--- config.mk ---
export PLATFORM = sky130hd
export DESIGN_NAME = adder_flag_monitor_flat
export DESIGN_NICKNAME = d
export VERILOG_FILES = /design/src/rtl/adder_flag_monitor_pkg.sv /design/src/rtl/adder_flag_monitor_if.sv /design/src/rtl/adder_flag_monitor_sat_counter.sv /design/src/rtl/adder_flag_monitor.sv /design/src/flat_wrapper.sv
export SDC_FILE = /design/constraint.sdc
export NUM_CORES = 1
export LEC_CHECK = 0
export ABC_AREA = 0
export BUFFER_PORTS_ARGS = -buffer_cell sky130_fd_sc_hd__clkbuf_2
export CELL_PAD_IN_SITES_DETAIL_PLACEMENT = 0
export CELL_PAD_IN_SITES_GLOBAL_PLACEMENT = 1
export CORE_ASPECT_RATIO = 1.2
export CORE_MARGIN = 2
export CORE_UTILIZATION = 25
export CTS_BUF_LIST = sky130_fd_sc_hd__clkbuf_8
export DETAILED_ROUTE_END_ITERATION = 8
export GPL_ROUTABILITY_DRIVEN = 1
export HOLD_SLACK_MARGIN = 0.12
export MAX_ROUTING_LAYER = met4
export PLACE_DENSITY_LB_ADDON = 0.1
export REMOVE_ABC_BUFFERS = 1
export SKIP_LAST_GASP = 1
export SYNTH_ARGS = -nofsm -noshare
export SYNTH_HDL_FRONTEND = slang
export SYNTH_HIERARCHICAL = 1
export SYNTH_SLANG_ARGS = --single-unit
--- constraint.sdc ---
create_clock -name clk -period 4.36 [get_ports clk]
set_input_delay 0.872 -clock clk [delete_from_list [all_inputs] [get_ports clk]]
set_output_delay 0.872 -clock clk [all_outputs]
set_load 0.05 [all_outputs]
--- src/rtl/adder_flag_monitor_pkg.sv ---
// Shared types for the adder flag monitor.
//   flag_t          : per-transaction flag payload carried in the output register
//   CNT_W_DEFAULT   : default statistics counter width
//   signed_ovf      : signed-overflow rule from operand/result sign bits
// Optional feature macro: PARITY_EN adds a parity bit to flag_t.
package adder_mon_pkg;

  localparam int unsigned CNT_W_DEFAULT = 16;

  typedef struct packed {
    logic overflow;
    logic zero;
    logic negative;
    logic carry;
    logic mismatch;
`ifdef PARITY_EN
    logic parity;
`endif
  } flag_t;

  // Two same-sign operands producing an opposite-sign result.
  function automatic logic signed_ovf(input logic a_msb, input logic b_msb,
                                      input logic r_msb);
    return (~a_msb & ~b_msb & r_msb) | (a_msb & b_msb & ~r_msb);
  endfunction

endpackage

--- src/rtl/adder_flag_monitor_if.sv ---
// Transaction and flag bus of the adder flag monitor.
//   Input side : in_valid/in_ready handshake, ain, bin, ci, result, co
//   Output side: out_valid/out_ready handshake, overflow, zero, negative,
//                carry, mismatch (+ parity when PARITY_EN is defined)
// slave  : the monitor; master : the producer/consumer around it.
interface adder_flag_monitor_if #(
  parameter int unsigned WIDTH = 8
);

  logic             in_valid;
  logic             in_ready;
  logic [WIDTH-1:0] ain;
  logic [WIDTH-1:0] bin;
  logic             ci;
  logic [WIDTH-1:0] result;
  logic             co;

  logic             out_valid;
  logic             out_ready;
  logic             overflow;
  logic             zero;
  logic             negative;
  logic             carry;
  logic             mismatch;
`ifdef PARITY_EN
  logic             parity;
`endif

  modport slave (
`ifdef PARITY_EN
    output parity,
`endif
    input  in_valid, ain, bin, ci, result, co, out_ready,
    output in_ready, out_valid, overflow, zero, negative, carry, mismatch
  );

  modport master (
`ifdef PARITY_EN
    input  parity,
`endif
    output in_valid, ain, bin, ci, result, co, out_ready,
    input  in_ready, out_valid, overflow, zero, negative, carry, mismatch
  );

endinterface

--- src/rtl/adder_flag_monitor_sat_counter.sv ---
// Saturating event counter with synchronous clear.
//   clk, rst_n : clock, synchronous active-low reset
//   clr        : clear; clr together with inc loads 1
//   inc        : count one event (holds at all-ones)
//   count      : registered count value
module sat_counter #(
  parameter int unsigned CNT_W = 16
) (
  input  logic             clk,
  input  logic             rst_n,
  input  logic             clr,
  input  logic             inc,
  output logic [CNT_W-1:0] count
);

  logic [CNT_W-1:0] count_q;
  logic [CNT_W-1:0] count_d;

  // Next count: clear wins over the stored value but not over this event.
  always_comb begin
    count_d = count_q;
    if (clr) begin
      count_d = CNT_W'(inc);
    end else if (inc && (count_q != {CNT_W{1'b1}})) begin
      count_d = count_q + CNT_W'(1);
    end
  end

  always_ff @(posedge clk) begin
    if (!rst_n) begin
      count_q <= '0;
    end else begin
      count_q <= count_d;
    end
  end

  assign count = count_q;

endmodule

--- src/rtl/adder_flag_monitor.sv ---
// Registered status monitor for a WIDTH-bit adder.
//   clk, rst_n   : clock, synchronous active-low reset
//   mon (slave)  : transaction input handshake + registered flag output
//                  handshake (one-deep output register)
//   clr_sticky   : clear sticky_ov / sticky_err (a same-cycle set wins)
//   sticky_ov    : overflow seen since last clear
//   sticky_err   : mismatch seen since last clear
//   clr_stats    : clear counters (a same-cycle accept loads its increment)
//   txn_count    : accepted transactions (saturating)
//   ov_count     : accepted transactions with overflow (saturating)
//   err_count    : accepted transactions with mismatch (saturating)
// Optional feature macro: PARITY_EN adds the registered parity flag.
module adder_flag_monitor
  import adder_mon_pkg::*;
#(
  parameter int unsigned WIDTH = 8,
  parameter int unsigned CNT_W = CNT_W_DEFAULT
) (
  input  logic                 clk,
  input  logic                 rst_n,
  adder_flag_monitor_if.slave  mon,
  input  logic                 clr_sticky,
  output logic                 sticky_ov,
  output logic                 sticky_err,
  input  logic                 clr_stats,
  output logic [CNT_W-1:0]     txn_count,
  output logic [CNT_W-1:0]     ov_count,
  output logic [CNT_W-1:0]     err_count
);

  localparam int unsigned SUM_W = WIDTH + 1;

  logic             accept_c;
  logic [SUM_W-1:0] ref_sum_c;
  flag_t            new_flags_c;

  logic  out_valid_q, out_valid_d;
  flag_t flags_q,     flags_d;
  logic  sticky_ov_q, sticky_ov_d;
  logic  sticky_err_q, sticky_err_d;

  // Ready whenever the output register is empty or being drained.
  assign mon.in_ready = ~out_valid_q | mon.out_ready;
  assign accept_c     = mon.in_valid & mon.in_ready;

  // Flags of the transaction currently on the input bus.
  always_comb begin
    ref_sum_c = SUM_W'(mon.ain) + SUM_W'(mon.bin) + SUM_W'(mon.ci);
    new_flags_c          = '0;
    new_flags_c.overflow = signed_ovf(mon.ain[WIDTH-1], mon.bin[WIDTH-1],
                                      mon.result[WIDTH-1]);
    new_flags_c.zero     = (mon.result == '0);
    new_flags_c.negative = mon.result[WIDTH-1];
    new_flags_c.carry    = mon.co;
    new_flags_c.mismatch = ({mon.co, mon.result} != ref_sum_c);
`ifdef PARITY_EN
    new_flags_c.parity   = ^mon.result;
`endif
  end

  // Output register and sticky flags next state.
  always_comb begin
    out_valid_d  = out_valid_q;
    flags_d      = flags_q;
    if (accept_c) begin
      out_valid_d = 1'b1;
      flags_d     = new_flags_c;
    end else if (mon.out_ready) begin
      out_valid_d = 1'b0;
    end
    sticky_ov_d  = (sticky_ov_q  & ~clr_sticky) | (accept_c & new_flags_c.overflow);
    sticky_err_d = (sticky_err_q & ~clr_sticky) | (accept_c & new_flags_c.mismatch);
  end

  always_ff @(posedge clk) begin
    if (!rst_n) begin
      out_valid_q  <= 1'b0;
      flags_q      <= '0;
      sticky_ov_q  <= 1'b0;
      sticky_err_q <= 1'b0;
    end else begin
      out_valid_q  <= out_valid_d;
      flags_q      <= flags_d;
      sticky_ov_q  <= sticky_ov_d;
      sticky_err_q <= sticky_err_d;
    end
  end

  assign mon.out_valid = out_valid_q;
  assign mon.overflow  = flags_q.overflow;
  assign mon.zero      = flags_q.zero;
  assign mon.negative  = flags_q.negative;
  assign mon.carry     = flags_q.carry;
  assign mon.mismatch  = flags_q.mismatch;
`ifdef PARITY_EN
  assign mon.parity    = flags_q.parity;
`endif

  assign sticky_ov  = sticky_ov_q;
  assign sticky_err = sticky_err_q;

  // Event counters.
  sat_counter #(.CNT_W(CNT_W)) u_txn_cnt (
    .clk   (clk),
    .rst_n (rst_n),
    .clr   (clr_stats),
    .inc   (accept_c),
    .count (txn_count)
  );

  sat_counter #(.CNT_W(CNT_W)) u_ov_cnt (
    .clk   (clk),
    .rst_n (rst_n),
    .clr   (clr_stats),
    .inc   (accept_c & new_flags_c.overflow),
    .count (ov_count)
  );

  sat_counter #(.CNT_W(CNT_W)) u_err_cnt (
    .clk   (clk),
    .rst_n (rst_n),
    .clr   (clr_stats),
    .inc   (accept_c & new_flags_c.mismatch),
    .count (err_count)
  );

endmodule

--- src/flat_wrapper.sv ---
// flat-port wrapper written by rule: the top's interface ports become plain ports
module adder_flag_monitor_flat import adder_mon_pkg::*;
#(
  parameter int unsigned WIDTH = 8,
  parameter int unsigned CNT_W = CNT_W_DEFAULT
)
  (clk, rst_n, clr_sticky, sticky_ov, sticky_err, clr_stats, txn_count, ov_count, err_count, mon_in_valid, mon_ain, mon_bin, mon_ci, mon_result, mon_co, mon_out_ready, mon_in_ready, mon_out_valid, mon_overflow, mon_zero, mon_negative, mon_carry, mon_mismatch);
  adder_flag_monitor_if #(.WIDTH(WIDTH)) mon_i ();
  input  logic clk;
  input  logic rst_n;
  input  logic clr_sticky;
  output logic sticky_ov;
  output logic sticky_err;
  input  logic clr_stats;
  output logic [CNT_W-1:0] txn_count;
  output logic [CNT_W-1:0] ov_count;
  output logic [CNT_W-1:0] err_count;
  input wire logic [$bits(mon_i.in_valid)-1:0] mon_in_valid;
  input wire logic [$bits(mon_i.ain)-1:0] mon_ain;
  input wire logic [$bits(mon_i.bin)-1:0] mon_bin;
  input wire logic [$bits(mon_i.ci)-1:0] mon_ci;
  input wire logic [$bits(mon_i.result)-1:0] mon_result;
  input wire logic [$bits(mon_i.co)-1:0] mon_co;
  input wire logic [$bits(mon_i.out_ready)-1:0] mon_out_ready;
  output wire logic [$bits(mon_i.in_ready)-1:0] mon_in_ready;
  output wire logic [$bits(mon_i.out_valid)-1:0] mon_out_valid;
  output wire logic [$bits(mon_i.overflow)-1:0] mon_overflow;
  output wire logic [$bits(mon_i.zero)-1:0] mon_zero;
  output wire logic [$bits(mon_i.negative)-1:0] mon_negative;
  output wire logic [$bits(mon_i.carry)-1:0] mon_carry;
  output wire logic [$bits(mon_i.mismatch)-1:0] mon_mismatch;
  assign mon_i.in_valid = mon_in_valid;
  assign mon_i.ain = mon_ain;
  assign mon_i.bin = mon_bin;
  assign mon_i.ci = mon_ci;
  assign mon_i.result = mon_result;
  assign mon_i.co = mon_co;
  assign mon_i.out_ready = mon_out_ready;
  assign mon_in_ready = mon_i.in_ready;
  assign mon_out_valid = mon_i.out_valid;
  assign mon_overflow = mon_i.overflow;
  assign mon_zero = mon_i.zero;
  assign mon_negative = mon_i.negative;
  assign mon_carry = mon_i.carry;
  assign mon_mismatch = mon_i.mismatch;
  adder_flag_monitor #(.WIDTH(WIDTH), .CNT_W(CNT_W)) u_core (.clk(clk), .rst_n(rst_n), .mon(mon_i), .clr_sticky(clr_sticky), .sticky_ov(sticky_ov), .sticky_err(sticky_err), .clr_stats(clr_stats), .txn_count(txn_count), .ov_count(ov_count), .err_count(err_count));
endmodule
# [Yosys cells after proc, flatten, opt, wreduce, memory -nomap -nowiden]
# Index checks and enable logic that the tools add are counted.
[op_classes] addsub=5 multipliers=0 div=0 order_cmp=0 n_eq_ne=4 n_shift=0 n_mux=8 n_bitwise=19 n_reduce_logical=9
[op_table] op="16-bit by 1-bit adder with 16-bit output, second input constant" n=3
[op_table] op="16-bit inequality test, second input constant" n=3
[op_table] op="8-bit by 8-bit adder with 9-bit output" n=1
[op_table] op="9-bit by 1-bit adder with 9-bit output" n=1
[op_table] op="1-bit AND" n=9
[op_table] op="9-bit inequality test" n=1
[op_table] op="8-bit logical NOT" n=1
[op_table] op="1-bit two-way mux" n=8
[op_table] op="2-bit nonzero test" n=4
[op_table] op="1-bit NOT" n=6
[op_table] op="1-bit OR" n=4
[op_table] op="1-bit logical AND" n=3
[op_table] op="2-bit OR reduction" n=1
[totals] register_bits=56 latchBits=0 ramBits=0 rom_bits=0 in_bits=32 elab_cells=59 mem_count=0

# [Longest topological paths before layout]
[depth] depth_word=8 mapped_depth=12 depth_no_buf=11

# [Modules after synthesis]
# Netlist, hierarchy kept.
[modules_own_cells] mod="sat_counter" instances=3 cells_per_inst=99 area_per_inst_um2=825.8 seq_area_each_um2=320.3
[modules_own_cells] mod="adder_flag_monitor" instances=1 cells_per_inst=98 area_per_inst_um2=859.6 seq_area_each_um2=160.2

# [Worst setup path before layout]
# Ideal clock, no wire load.
[synth_path] path_type="input port to flip-flop" start="input mon_ain[0]" end="register u_core.u_err_cnt.count_q[9], in the netlist u_core/u_err_cnt/count[9]" arrival_time_ps=3772 slack_ps=518 path_stages=12 cell_sequence="fa_1 fa_1 xnor3_1 o31ai_1 a2111oi_2 and4bb_4 a21oi_1 buf_2 nand3_1 or2_1 or4_1 a21oi_1"
[synth_via] elab_chain_len=5
[synth_lines] item="start: declaration" line="flat_wrapper.sv:19" rtl="input wire logic [$bits(mon_i.ain)-1:0] mon_ain;"
[synth_lines] item="8-bit by 8-bit adder with 9-bit output" line="adder_flag_monitor.sv:48" rtl="ref_sum_c = SUM_W'(mon.ain) + SUM_W'(mon.bin) + SUM_W'(mon.ci);"
[synth_lines] item="9-bit by 1-bit adder with 9-bit output" line="adder_flag_monitor.sv:48"
[synth_lines] item="9-bit inequality test" line="adder_flag_monitor.sv:55" rtl="new_flags_c.mismatch = ({mon.co, mon.result} != ref_sum_c);"
[synth_lines] item="1-bit AND" line="adder_flag_monitor.sv:123" rtl=".inc (accept_c & new_flags_c.mismatch),"
[synth_lines] item="1-bit logical AND" line="adder_flag_monitor_sat_counter.sv:24" rtl="end else if (inc && (count_q != {CNT_W{1'b1}})) begin"
[synth_lines] item="end signal: assignment" line="adder_flag_monitor_sat_counter.sv:33" rtl="count_q <= count_d;"
[synth_lines] item="end: declaration" line="adder_flag_monitor_sat_counter.sv:16" rtl="logic [CNT_W-1:0] count_q;"
# Every way passes these cells.
# A chain may end at the register's enable or synchronous reset.

# [Final worst setup path]
# Ends and elaborated chain as after synthesis.

==> out/qor.yml <==
synth:
  yosys_warnings: 6
  async_flop_share_pct: 0
  ys.flop_type: "dfxtp_1"
  ys_top_cells_by_area: "dfxtp_1, ha_1, a31oi_1, a21oi_1, nand2_1"
  synth.most_common_cell: "dfxtp_1"
  avgSynthCellArea_sq_um: 8.45
  synth_top_area_share_pct: 33.6
  synth-edff-count: 0
  synth_area_sq_um: 3340
  synth_cells: 395
  synth_area_leader_cell: "dfxtp_1"
  synth_cell_types: 58
  synth_common_cells: "dfxtp_1, nand2_1, a21oi_1"
  yosysSeqAreaShare_pct: 33.6
  ys_ff_latch: 56
floorplan:
  num_io_pins: 89
  core-area_sq_um: 13100
  start_util_pct: 25.4
  die_w_um: 109
  row_count: 46
  die_h_um: 131
  dieArea_sq_um: 14300
pwr:
  totalPowerFinal_mw: 1.05
  sequentialPowerShare_pct: 49.9
  cellPowerDensity_nw_per_um2: 259
  p_leak_nw: 1.48
  p_comb_share_pct: 17.5
  intPower_mw: 0.753
  irDropWorstVdd_v: 0.000135
  clockPowerShare_pct: 32.6
  switching_share_pct: 28.6
  p_switching_mw: 0.301
timing:
  rsz0062_at_grt: "no"
  max_freq_mhz: 263
  finalHoldViolCount: 0
  tightest_slew_ns: 0.626
  fin_ws_ns: 0.552
  fin_crit_ns: 3.81
  fin_hold_ws_ns: 0.459
  relSlewSlack_pct: 57.9
  fin_tns_setup_ns: 0
  fin_crit_sh_pct: 87.3
  fin_skew_ns: 0.0120
  setup_violations: 0
  finalMaxSlewViolations: 0
critical_path:
  worstSetupPathType: "in -> reg"
  crit_start: "mon_ain[0]"
  r2r_end: "u_core/u_ov_cnt/count[9]"
  critical_path_peak_fanout: 5
  worstPathArrival_ns: 4.05
  crit_family: "simple AND/OR/NAND/NOR gates"
  cp_slowest_stage_delay_ns: 0.49
  r2r_start: "u_core/mon.out_valid"
  crit_path_end_kind: "flip-flop"
  worstSetupEndpoint: "u_core/u_err_cnt/count[9]"
  cp-start-kind: "input pin"
  worst-path-stages: 12
  slowest_stage: "fa_1"
  required_ns: 4.61
  rr_worst_depth: 9
  path_cells: "clkbuf_2 -> fa_1 -> fa_1 -> xnor3_1 -> o31ai_1 -> a2111oi_2 -> and4bb_4 -> a21oi_1 -> nand3_1 -> or2_1 -> or4_1 -> a21oi_1"
  r2r_setup_slack_ns: 1.86
  critical_path_buf_inv_count: 1
global_routing:
  antenna_found_initial: 0
  grt_use_total_pct: 14.4
  first_global_vias: 3332
  grt_max_degree: 18
  grt-ovfl-total: 0
  grt_pass1_wl_um: 16100
placement:
  globalplace.congestion: 0.804
  place_hpwl_um: 7510
  port-buffer-count: 88
  placed_area_sq_um: 3980
  place_ws_ns: 0.218
cts:
  cts_tree: "done"
  cts_setup_buffers: 0
  clk_pin_slew_ns: 0.10
  clkLatencyLatePin_ns: 0.32
  ctsResizeCount: 0
  holdBufCountCts: 0
  clk_path_buf_depth: 2
  cts_sinks: 56
  h-tree-depth: 2
  numCtsBuffers: 5
  root_buffer: "clkbuf_8"
drt:
  viasPerCell: 5.19
  wl_um: 9760
  drcViolationCount: 0
  antenna_left: 0
  drt_iter0_drc: 120
  wl_per_cell_um: 14.9
  vias: 3389
  drt_pass1_iterations: 4
cells_and_area:
  antenna_cells: 0
  syn_to_final_growth_pct: 22.1
  drive_above_1_share_pct: 24.7
  final_area_sq_um: 4080
  num-fill-cells: 1450
  nets: 531
hold_path:
  hp-class: "reg -> reg"
  worst_hold_startpoint: "u_core/mon.negative"
  whs_path_depth: 2
run:
  max_cap_violations: 0
run_status:
  status: "complete, no violations"
[stage by stage]
stage / util, % / instances
floorplan: - / 389
CTS: 31.1 / 653
global placement: 30.3 / 647
global route: 31.1 / 653
finish: 31.1 / 653
detailed placement: 30.3 / 647
[flip-flops by register name, summed over array words and instances, names as in the netlist]
signal                  cells
u_core/u_ov_cnt/count      16
u_core/mon.mismatch         1
u_core/sticky_err           1
u_core/u_err_cnt/count     16
u_core/sticky_ov            1
u_core/u_txn_cnt/count     16
u_core/mon.out_valid        1
u_core/mon.carry            1
u_core/mon.negative         1
u_core/mon.zero             1
u_core/mon.overflow         1
[worst min-delay path: cells and delay by family, from the launching register on]
family | cells | cell delay [ns]
flops | 1 | 0.32
simple gates | 1 | 0.05
compound gates | 1 | 0.05
[worst min-delay path by stage]
stage and endpoint:
6_report u_core/mon.negative, 5_1_grt u_core/mon.zero, 4_1_cts u_core/mon.negative, 3_5_place_dp u_core/mon.negative
3_3_place_gp u_core/mon.negative, 2_1_floorplan u_core/mon.carry
[cells by family (layout without fill, tap and decap cells)]
group                      count (synthesis)  count (layout)  synth area share [%]
muxes                                      5               5                  1.65
xor gates and xnor gates                   8               8                  2.51
adders and majority gates                 13              13                  5.32
buffers and inverters                     22             112                  2.59
AOI/OAI and AO/OA                        124             124                  25.7
DFF                                       56              56                  33.6
and+or+nand+nor                          167             167                  28.6
[layer usage]
metal / GRT usage (%) / share of wire, %
met1: 16.8 / 44
met2: 25.9 / 51
met3: 2.08 / 3.6
met4: 3.57 / 1.1
met5: - / 0
[layout make-up]
type                       instances  area [sq um]  area share, %
timing repair buffer              90           455           11.2
tap                              168           210           5.16
clock inverter                     1          30.0          0.737
multi-input combinational        317          2130           52.3
clock buffer                       5          68.8           1.69
inverter                          16          60.1           1.47
sequential                        56          1120           27.5
[layout by cell type (no fill, tap or decap), types with 4 or more instances in the layout]
cell,instances
clkbuf_2,88
dfxtp_1,56
nand2_1,33
a21oi_1,26
nor2_1,22
nand3_1,22
o21ai_0,21
a31oi_1,21
inv_1,15
nand4_1,12
a211oi_1,11
ha_1,11
nor3_1,10
and3_1,10
nor4_1,8
nand2b_1,7
o311ai_1,6
o41ai_1,6
or3_1,6
clkbuf_8,5
nor2b_1,5
o31ai_1,5
xor2_1,4
o21a_1,4
o21ai_1,4
[power groups by stage]
stage          Combinational, mW  Clock (mW)  Sequential (mW)
3_5_place_dp               0.185           0            0.538
4_1_cts                    0.186       0.359            0.526
2_1_floorplan              0.104           0            0.561
3_3_place_gp               0.184           0            0.538
6_report                   0.184       0.344            0.526
5_1_grt                    0.204       0.373            0.527
No activity file was read; power rests on OpenSTA's default activity.
